--- src/rtl/sfx_tone_gen_if.sv ---
// Event/audio bundle between the game logic and the sound-effect generator.
// Game logic is the master; the tone generator is the slave.
interface sfx_tone_gen_if;
    logic frame_tick;
    logic jump_evt;
    logic score_evt;
    logic die_evt;
    logic mute;
    logic audio_out;
    logic busy;

    modport master (
        output frame_tick, jump_evt, score_evt, die_evt, mute,
        input  audio_out, busy
    );

    modport slave (
        input  frame_tick, jump_evt, score_evt, die_evt, mute,
        output audio_out, busy
    );
endinterface

--- src/rtl/sfx_tone_gen.sv ---
// Square-wave sound-effect sequencer: jump, two-note score and death sounds.
// Define SFX_DIE_SWEEP_EN to make the death tone sweep downward in pitch.
module sfx_tone_gen #(
    parameter int PRESCALE       = 256,
    parameter int JUMP_HALF      = 48,
    parameter int SCORE_HALF_A   = 40,
    parameter int SCORE_HALF_B   = 30,
    parameter int DIE_HALF_START = 60,
    parameter int DIE_STEP       = 4,
    parameter int JUMP_FRAMES    = 4,
    parameter int SCORE_FRAMES   = 3,
    parameter int DIE_FRAMES     = 15
) (
    input logic         clk,
    input logic         reset,
    sfx_tone_gen_if.slave sfx
);

    typedef enum logic [2:0] {
        IDLE, JUMP, SCORE_A, SCORE_B, DIE
    } state_t;

    localparam logic [7:0] PRE_MAX = 8'(PRESCALE - 1);

    state_t     state, state_nx;
    logic [7:0] presc, presc_nx;
    logic [7:0] half_cnt, half_cnt_nx;
    logic [7:0] half_period, half_period_nx;
    logic [3:0] frame_cnt, frame_cnt_nx;
    logic       sq, sq_nx;
    logic       audio_q, busy_q;

    logic       take_die, take_score, take_jump;
    logic       start;
    logic       tone_tick;
    logic [7:0] half_last;
    logic [3:0] note_len;
    logic [3:0] frame_inc;

    // An event wins only if it is at least as important as what is playing.
    always_comb begin
        take_die   = sfx.die_evt;
        take_score = sfx.score_evt && !sfx.die_evt && state != DIE;
        take_jump  = sfx.jump_evt && !sfx.die_evt && !sfx.score_evt
                     && (state == IDLE || state == JUMP);
    end

    always_comb begin
        note_len = 4'd0;
        case (state)
            JUMP:             note_len = 4'(JUMP_FRAMES);
            SCORE_A, SCORE_B: note_len = 4'(SCORE_FRAMES);
            DIE:              note_len = 4'(DIE_FRAMES);
            default:          note_len = 4'd0;
        endcase
    end

    assign tone_tick = (presc == PRE_MAX);
    assign half_last = (half_period == 8'd0) ? 8'd0 : half_period - 8'd1;
    assign frame_inc = frame_cnt + 4'd1;

`ifdef SFX_DIE_SWEEP_EN
    logic [8:0] sweep_sum;
    logic [7:0] sweep_hp;
    assign sweep_sum = {1'b0, half_period} + 9'(DIE_STEP);
    assign sweep_hp  = sweep_sum[8] ? 8'hFF : sweep_sum[7:0];
`endif

    always_comb begin
        state_nx       = state;
        presc_nx       = presc;
        half_cnt_nx    = half_cnt;
        half_period_nx = half_period;
        frame_cnt_nx   = frame_cnt;
        sq_nx          = sq;
        start          = 1'b0;

        unique case (1'b1)
            take_die: begin
                state_nx = DIE;
                start    = 1'b1;
            end
            take_score: begin
                state_nx = SCORE_A;
                start    = 1'b1;
            end
            take_jump: begin
                state_nx = JUMP;
                start    = 1'b1;
            end
            default: begin
                if (state != IDLE) begin
                    if (tone_tick) begin
                        presc_nx = 8'd0;
                        if (half_cnt == half_last) begin
                            half_cnt_nx = 8'd0;
                            sq_nx       = ~sq;
                        end else begin
                            half_cnt_nx = half_cnt + 8'd1;
                        end
                    end else begin
                        presc_nx = presc + 8'd1;
                    end

                    if (sfx.frame_tick) begin
                        if (frame_inc == note_len) begin
                            if (state == SCORE_A) begin
                                state_nx = SCORE_B;
                                start    = 1'b1;
                            end else begin
                                state_nx = IDLE;
                            end
                        end else begin
                            frame_cnt_nx = frame_inc;
`ifdef SFX_DIE_SWEEP_EN
                            if (state == DIE)
                                half_period_nx = sweep_hp;
`endif
                        end
                    end
                end
            end
        endcase

        // Any note start or return to idle wipes the tone counters.
        if (start || state_nx == IDLE) begin
            presc_nx     = 8'd0;
            half_cnt_nx  = 8'd0;
            frame_cnt_nx = 4'd0;
            sq_nx        = 1'b0;
            case (state_nx)
                JUMP:    half_period_nx = 8'(JUMP_HALF);
                SCORE_A: half_period_nx = 8'(SCORE_HALF_A);
                SCORE_B: half_period_nx = 8'(SCORE_HALF_B);
                DIE:     half_period_nx = 8'(DIE_HALF_START);
                default: half_period_nx = 8'd0;
            endcase
        end
    end

    always_ff @(posedge clk) begin
        if (reset) begin
            state       <= IDLE;
            presc       <= 8'd0;
            half_cnt    <= 8'd0;
            half_period <= 8'd0;
            frame_cnt   <= 4'd0;
            sq          <= 1'b0;
            audio_q     <= 1'b0;
            busy_q      <= 1'b0;
        end else begin
            state       <= state_nx;
            presc       <= presc_nx;
            half_cnt    <= half_cnt_nx;
            half_period <= half_period_nx;
            frame_cnt   <= frame_cnt_nx;
            sq          <= sq_nx;
            audio_q     <= sq_nx & ~sfx.mute;
            busy_q      <= (state_nx != IDLE);
        end
    end

    assign sfx.audio_out = audio_q;
    assign sfx.busy      = busy_q;

endmodule

--- src/flat_wrapper.sv ---
// flat-port wrapper written by rule: the top's interface ports become plain ports
module sfx_tone_gen_flat 
#(
    parameter int PRESCALE       = 256,
    parameter int JUMP_HALF      = 48,
    parameter int SCORE_HALF_A   = 40,
    parameter int SCORE_HALF_B   = 30,
    parameter int DIE_HALF_START = 60,
    parameter int DIE_STEP       = 4,
    parameter int JUMP_FRAMES    = 4,
    parameter int SCORE_FRAMES   = 3,
    parameter int DIE_FRAMES     = 15
)
  (clk, reset, sfx_frame_tick, sfx_jump_evt, sfx_score_evt, sfx_die_evt, sfx_mute, sfx_audio_out, sfx_busy);
  sfx_tone_gen_if sfx_i ();
  input logic clk;
  input logic reset;
  input wire logic [$bits(sfx_i.frame_tick)-1:0] sfx_frame_tick;
  input wire logic [$bits(sfx_i.jump_evt)-1:0] sfx_jump_evt;
  input wire logic [$bits(sfx_i.score_evt)-1:0] sfx_score_evt;
  input wire logic [$bits(sfx_i.die_evt)-1:0] sfx_die_evt;
  input wire logic [$bits(sfx_i.mute)-1:0] sfx_mute;
  output wire logic [$bits(sfx_i.audio_out)-1:0] sfx_audio_out;
  output wire logic [$bits(sfx_i.busy)-1:0] sfx_busy;
  assign sfx_i.frame_tick = sfx_frame_tick;
  assign sfx_i.jump_evt = sfx_jump_evt;
  assign sfx_i.score_evt = sfx_score_evt;
  assign sfx_i.die_evt = sfx_die_evt;
  assign sfx_i.mute = sfx_mute;
  assign sfx_audio_out = sfx_i.audio_out;
  assign sfx_busy = sfx_i.busy;
  sfx_tone_gen #(.PRESCALE(PRESCALE), .JUMP_HALF(JUMP_HALF), .SCORE_HALF_A(SCORE_HALF_A), .SCORE_HALF_B(SCORE_HALF_B), .DIE_HALF_START(DIE_HALF_START), .DIE_STEP(DIE_STEP), .JUMP_FRAMES(JUMP_FRAMES), .SCORE_FRAMES(SCORE_FRAMES), .DIE_FRAMES(DIE_FRAMES)) u_core (.clk(clk), .reset(reset), .sfx(sfx_i));
endmodule
--- config.mk ---
export PLATFORM = sky130hd
export DESIGN_NAME = sfx_tone_gen_flat
export DESIGN_NICKNAME = d
export VERILOG_FILES = /design/src/rtl/sfx_tone_gen_if.sv /design/src/rtl/sfx_tone_gen.sv /design/src/flat_wrapper.sv
export SDC_FILE = /design/constraint.sdc
export NUM_CORES = 1
export LEC_CHECK = 0
export CAP_MARGIN = 40
export CORE_UTILIZATION = 29
export DETAILED_ROUTE_END_ITERATION = 7
export GPL_ROUTABILITY_DRIVEN = 0
export HOLD_SLACK_MARGIN = 0.12
export PLACE_DENSITY = 0.4
export REMOVE_ABC_BUFFERS = 1
export SLEW_MARGIN = 25
export SYNTH_ARGS = -nofsm -noshare
export SYNTH_HDL_FRONTEND = slang
export SYNTH_SLANG_ARGS = --single-unit
--- constraint.sdc ---
create_clock -name clk -period 2.9 [get_ports clk]
set_input_delay 0.58 -clock clk [delete_from_list [all_inputs] [get_ports clk]]
set_output_delay 0.58 -clock clk [all_outputs]
set_load 0.01 [all_outputs]
==> qor.yml, run 1 <==
status:
  status: "finished clean"
critical_path:
  cpPeakStageDelay_ns: 0.48
  r2r_slack_ns: 0.30
  critPathMaxFanout: 5
  crit_chain: "ha_1 > xnor2_1 > or3b_2 > o211ai_1 > nor4_1 > a311o_1 > o21ai_0 > o32ai_1"
  rr_worst_depth: 8
  arrival_ns: 2.76
  worst_r2r_endpoint: "u_core.half_period[3]"
  r2r-start: "u_core.frame_cnt[0]"
  cp_top_family: "compound AO/OA/AOI/OAI gates"
  critPathKind: "reg -> reg"
  setup.worst_path.end_class: "register"
  required_ns: 3.06
  cp.buffers_inverters: 0
  crit_path_start_kind: "register"
  slowest_stage: "or3b_2"
timing:
  rsz0062_at_grt: "false"
  min_period_over_period: 0.896
  tightest_slew_ns: 0.447
  setup_viol: 0
  fmax_ghz: 0.385
  period_needed_ns: 2.60
  slew_violations: 0
  finalSetupTns_ns: 0
  slew_headroom: 0.700
  hold_violations: 0
  skew_ns: 0.00663
route:
  ant_nets: 0
  drt-initial-drc-count: 71
  route.top_layer_used: "met4"
  routedWlPerCell_um: 13.4
  dr_wl_met2_mm: 2.01
  met3_length_um: 86
  first_pass_iters: 4
  remaining_drc_errors: 0
  vias: 1512
  routed_via_density: 4.97
  wirelength_met1_mm: 1.89
  drt-total-wl_mm: 4.08
clock_network:
  cts_buffers: 5
  ctsHoldBuffers: 0
  cts-root-buf: "clkbuf_8"
  cts-htree-levels: 2
  clk_latency_ns: 0.28
  tritoncts: "built"
  clock-sinks: 31
  cts_setup_buffers: 0
  cts_resized: 0
  clkTransAtPathRegs_ns: 0.06
  cts_buffer_depth: 2
yosys:
  async_reset_ff_frac: 0
  ys_seq_elements: 31
  synthFlopType: "dfxtp_1"
  yosys-top-cells-area: "dfxtp_1 35%, xnor2_1 7.0%, nor2_1 5.7%"
  ys_warn_count: 0
  ys_types: 49
  synth_top_area_frac: 0.352
  avgSynthCellArea_um2: 8.24
  yosysTopAreaCell: "dfxtp_1"
  syn_area_um2: 1760
  ys_seq_area_frac: 0.352
  synthCells: 214
  synth_edf_count: 0
floorplan:
  die_w_um: 80.0
  start_util: 0.300
  ios: 9
  core_area_um2: 5890
  rows: 28
  die_h_um: 80.0
  fp.dieArea_um2: 6400
power:
  vdd_drop_max_v: 0.000182
  powerDensity_nw_per_um2: 429
  power_leakage_uw: 0.000729
  power.total_uw: 872
final_layout:
  antennaDiodeCount: 0
  final_nets: 239
  post-route-util: 0.345
  fin_cells: 304
  syn_to_final_growth_pct: 15.1
  fin_area_um2: 2030
  layout-drive-gt1-share: 0.0873
global_routing:
  grt_pass1_vias: 1493
  antenna_found_initial: 0
  grt_pass1_wl_mm: 7.03
  gr-usage-all-layers: 0.144
  grt_start_max_net_pins: 26
  grt-ovfl-total: 0
place:
  place_area_um2: 1950
  place_inst: 296
  port_buffers: 8
  dp_hpwl_mm: 3.03
min_path:
  holdPathEnd: "u_core.half_period[2]"
  min_path_cells: 2
  hp-class: "reg -> reg"
  hold_start: "u_core.half_period[2]"
run:
  max_cap_viol_count: 0
-- layer usage --
metal | up-vias | global-route usage
li1 | 777 | -
met1 | 713 | 0.167
met2 | 15 | 0.253
met3 | 7 | 0.0309
met4 | 0 | 0.0607
met5 | - | 0
-- registers in the layout (all words and copies together), names as in the netlist --
name / flops
u_core.frame_cnt: 4
u_core.half_cnt: 8
u_core.half_period: 5
u_core.presc: 8
u_core.sfx.audio_out: 1
u_core.sfx.busy: 1
u_core.sq: 1
u_core.state: 3
-- metrics by stage --
stage / hold WS, ns / worst slack (ns)
floorplan: 0.465 / 0.309
global placement: 0.504 / 0.300
detailed placement: 0.494 / 0.217
CTS: 0.507 / 0.293
global route: 0.535 / 0.109
finish: 0.508 / 0.302
-- kinds of logic after synthesis --
| group | after synthesis | share of synthesized area |
|---|---|---|
| mux | 2 | 0.0113 |
| simple gates | 99 | 0.286 |
| compound gates | 38 | 0.149 |
| flops | 31 | 0.352 |
| buf+inv | 17 | 0.0518 |
| fa+ha+maj | 4 | 0.0284 |
| xor+xnor | 23 | 0.122 |
-- layout make-up --
cell class	count	area, µm²
Fill cell	624	3850
Timing Repair Buffer	16	153
Inverter	8	30.0
Tap cell	75	93.8
Clock buffer	7	76.3
Sequential cell	31	621
Clock inverter	1	5.00
Multi-Input combinational cell	166	1050
-- Yosys cell counts (2+ instances only) --
| library cell | count |
|---|---|
| a211oi_1 | 4 |
| a21oi_1 | 5 |
| a31oi_1 | 2 |
| and2_1 | 3 |
| and3_1 | 2 |
| and4b_1 | 2 |
| buf_1 | 2 |
| buf_6 | 3 |
| clkbuf_1 | 2 |
| dfxtp_1 | 31 |
| ha_1 | 4 |
| inv_1 | 8 |
| mux2i_1 | 2 |
| nand2_1 | 17 |
| nand2b_1 | 5 |
| nand3_1 | 9 |
| nor2_1 | 27 |
| nor2b_1 | 2 |
| nor3_1 | 13 |
| nor3b_1 | 2 |
| nor4_1 | 3 |
| o211ai_1 | 3 |
| o21ai_0 | 9 |
| o21bai_1 | 3 |
| o32ai_1 | 2 |
| or2_2 | 2 |
| or3_1 | 5 |
| xnor2_1 | 14 |
| xor2_1 | 8 |
-- power by group --
group          leakage (µW)  switching (µW)  internal (µW)
Combinational      0.000435            60.6           51.2
Clock             0.0000422             150            168
Sequential         0.000252            8.09            434
Total              0.000729             218            653
-- cells in the final DEF, fill, tap and decap left out, drive strengths merged, types with 9 or more instances in the layout --
cell type  synthesis  final
o21ai             11     11
xnor2             14     14
nand3              9      9
nor2              27     27
nand2             18     18
dfxtp             31     31
nor3              13     13
-- worst max-delay path by stage --
stage / from / to / slack, ns / depth (start not counted)
2_1_floorplan: u_core.state[2] / u_core.half_period[5] / 0.31 / 7
3_3_place_gp: sfx_jump_evt / u_core.half_period[2] / 0.30 / 9
5_1_grt: u_core.state[0] / u_core.half_period[3] / 0.11 / 7
3_5_place_dp: sfx_score_evt / u_core.half_period[3] / 0.22 / 8
6_report: u_core.frame_cnt[0] / u_core.half_period[3] / 0.30 / 8
4_1_cts: u_core.frame_cnt[0] / u_core.half_period[3] / 0.29 / 8
-- worst register-to-register path, cell delays in order, from the launching register on --
cell      delay (ns)
dfxtp_1         0.36
ha_1            0.24
xnor2_1         0.21
or3b_2          0.48
o211ai_1        0.20
nor4_1          0.13
a311o_1         0.40
o21ai_0         0.35
o32ai_1         0.12
Note: power is estimated with default switching activity, not from simulation.
==> run 2, diff against run 1 <==
- TNS_END_PERCENT: unset -> 1
==> results of run 2 <==
No change in the layout: final DEF, timing and power equal those of run 1.
==> RTL edit (settings of run 1) <==
Re-encode `state_t` (5 states) as one-hot, 5 bits wide.
--- a/src/rtl/sfx_tone_gen.sv
+++ b/src/rtl/sfx_tone_gen.sv
@@ -16,8 +16,8 @@
     sfx_tone_gen_if.slave sfx
 );
 
-    typedef enum logic [2:0] {
-        IDLE, JUMP, SCORE_A, SCORE_B, DIE
+    typedef enum logic [4:0] {
+        IDLE = 5'b00001, JUMP = 5'b00010, SCORE_A = 5'b00100, SCORE_B = 5'b01000, DIE = 5'b10000
     } state_t;
 
     localparam logic [7:0] PRE_MAX = 8'(PRESCALE - 1);
Formal check against the unedited RTL: same outputs for any inputs over 10 cycles, from zero or initial values and one cycle with reset high; not proved beyond that.
==> RTL edit against run 1 <==
  * Total power increased by 11%
  * Worst setup slack got worse by 0.066 ns
  * Synthesized area up 11%
  * Sequential cell count up 2
  * First-iteration DRC count is 13% higher
  * Clock skew increased by 0.0021 ns
  * Wire length increased by 0.15%
  * Final area grew 9.7%
  * Combinational power down 6%
  * Critical endpoint is now u_core.sfx.audio_out$_SDFF_PP0_
  * Largest power group unchanged
  * Highest routed layer unchanged
==> RTL edit: results (changes against run 1) <==
| Metric | Value |
|---|---|
| Sequential cell area share | `0.296 (was 0.306)` |
| Routed met1 length | `2260 um (was 1890 um)` |
| Final core utilization | `0.347 (was 0.345)` |
| Top Registers | `u_core.half_cnt: 8 flops, u_core.presc: 8 flops (was u_core.half_cnt: 8 flops, u_core.presc: 8 flops, u_core.half_period: 5 flops)` |
| Final non-filler cell total | `322 (was 304)` |
| Met3 WL | `97 um (was 86 um)` |
| Slowest cell on the critical path | `or3_1 (was or3b_2)` |
| Fillers | `685 (was 624)` |
| Fmax | `375 MHz (was 385 MHz)` |
| Starting DRT DRC Count | `80 (was 71)` |
| Synth cell types | `60 (was 49)` |
| Placed instance area | `2120 um2 (was 1950 um2)` |
| ClkCell Share | `0.0455 (was 0.0400)` |
| Pre-CTS setup slack | `0.163 ns (was 0.217 ns)` |
| Hold_sp | `u_core.presc[3]$_SDFFE_PP0P_ (was u_core.half_period[2]$_SDFFE_PP0P_)` |
| Seq cells | `33 (was 31)` |
| Main area contributors after synthesis | `dfxtp_1, a21oi_1, nand2_1, xor2_1, xnor2_1 (was dfxtp_1, xnor2_1, nor2_1, xor2_1, nor3_1)` |
| Nets@finish | `255 (was 239)` |
| Net Sw Power | `0.242 mW (was 0.218 mW)` |
| Total track usage | `0.130 (was 0.144)` |
| Die W | `84.0 um (was 80.0 um)` |
| Count of non-CTS buffers in the layout | `15 (was 16)` |
| Worst reg2reg endpoint | `u_core.sfx.audio_out$_SDFF_PP0_ (was u_core.half_period[3]$_SDFFE_PP0P_)` |
| Vias | `1632 (was 1512)` |
| Reg2reg setup slack | `0.24 ns (was 0.30 ns)` |
| WL per Instance | `12.7 um (was 13.4 um)` |
| Largest net degree at the start of global routing | `18 (was 26)` |
| Routed wl met2 | `1650 um (was 2010 um)` |
| Cells after DPL | `314 (was 296)` |
| Global-route wire length before repair | `7490 um (was 7030 um)` |
| GR Util met3 | `0.0326 (was 0.0309)` |
| GR Layer Usage met1 | `0.180 (was 0.167)` |
| Register area share after synthesis | `0.338 (was 0.352)` |
| Worst reg2reg path startpoint | `u_core.half_period[2]$_SDFFE_PP0P_ (was u_core.frame_cnt[0]$_SDFFE_PP0P_)` |
| Area of the multi-input gates | `1200 um2 (was 1050 um2)` |
| Seq. pwr | `0.476 mW (was 0.442 mW)` |
| Hold path endpoint | `u_core.presc[3]$_SDFFE_PP0P_ (was u_core.half_period[2]$_SDFFE_PP0P_)` |
| Multi-input gate count | `180 (was 166)` |
| Post-synth top cells | `dfxtp_1, nand2_1, a21oi_1, nor2_1 (was dfxtp_1, nor2_1, nand2_1, xnor2_1, nor3_1)` |
| Leakage | `0.771 nW (was 0.729 nW)` |
| Hold WS | `0.506 ns (was 0.508 ns)` |
| Outcome | `finished clean (unchanged)` |
| Comb. pwr | `0.105 mW (was 0.112 mW)` |
[RTL edit: cell types whose count changed after synthesis, moves of 4 or more]
cell	before	now
nor3_1	13	9
nor2_1	27	16
xnor2_1	14	7
a21oi_1	5	20
nand2_1	17	25
[RTL edit: what timing repair did]
item	4_1_cts	5_1_grt
resized for setup	0	1
setup endpoints to repair	0	2
hold buffers	0	0
[RTL edit: kinds of logic (layout without fill, tap and decap cells)]
| family | count (synthesis) | after routing | share of synthesized area |
|---|---|---|---|
| adder cells (fa/ha/maj) | 4 | 4 | 0.0256 |
| multiplexers | 3 | 3 | 0.0179 |
| AND/OR/NAND/NOR | 99 | 99 | 0.276 |
| buffers and inverters | 20 | 32 | 0.0481 |
| AO/OA/AOI/OAI | 58 | 58 | 0.222 |
| XOR/XNOR | 16 | 16 | 0.0718 |
| flip-flops | 33 | 33 | 0.338 |
[RTL edit: tightest hold or removal path: cells and delay by family, from the launching register on]
kind	cells	cell delay, ns
flops	1	0.33
compound gates	2	0.13
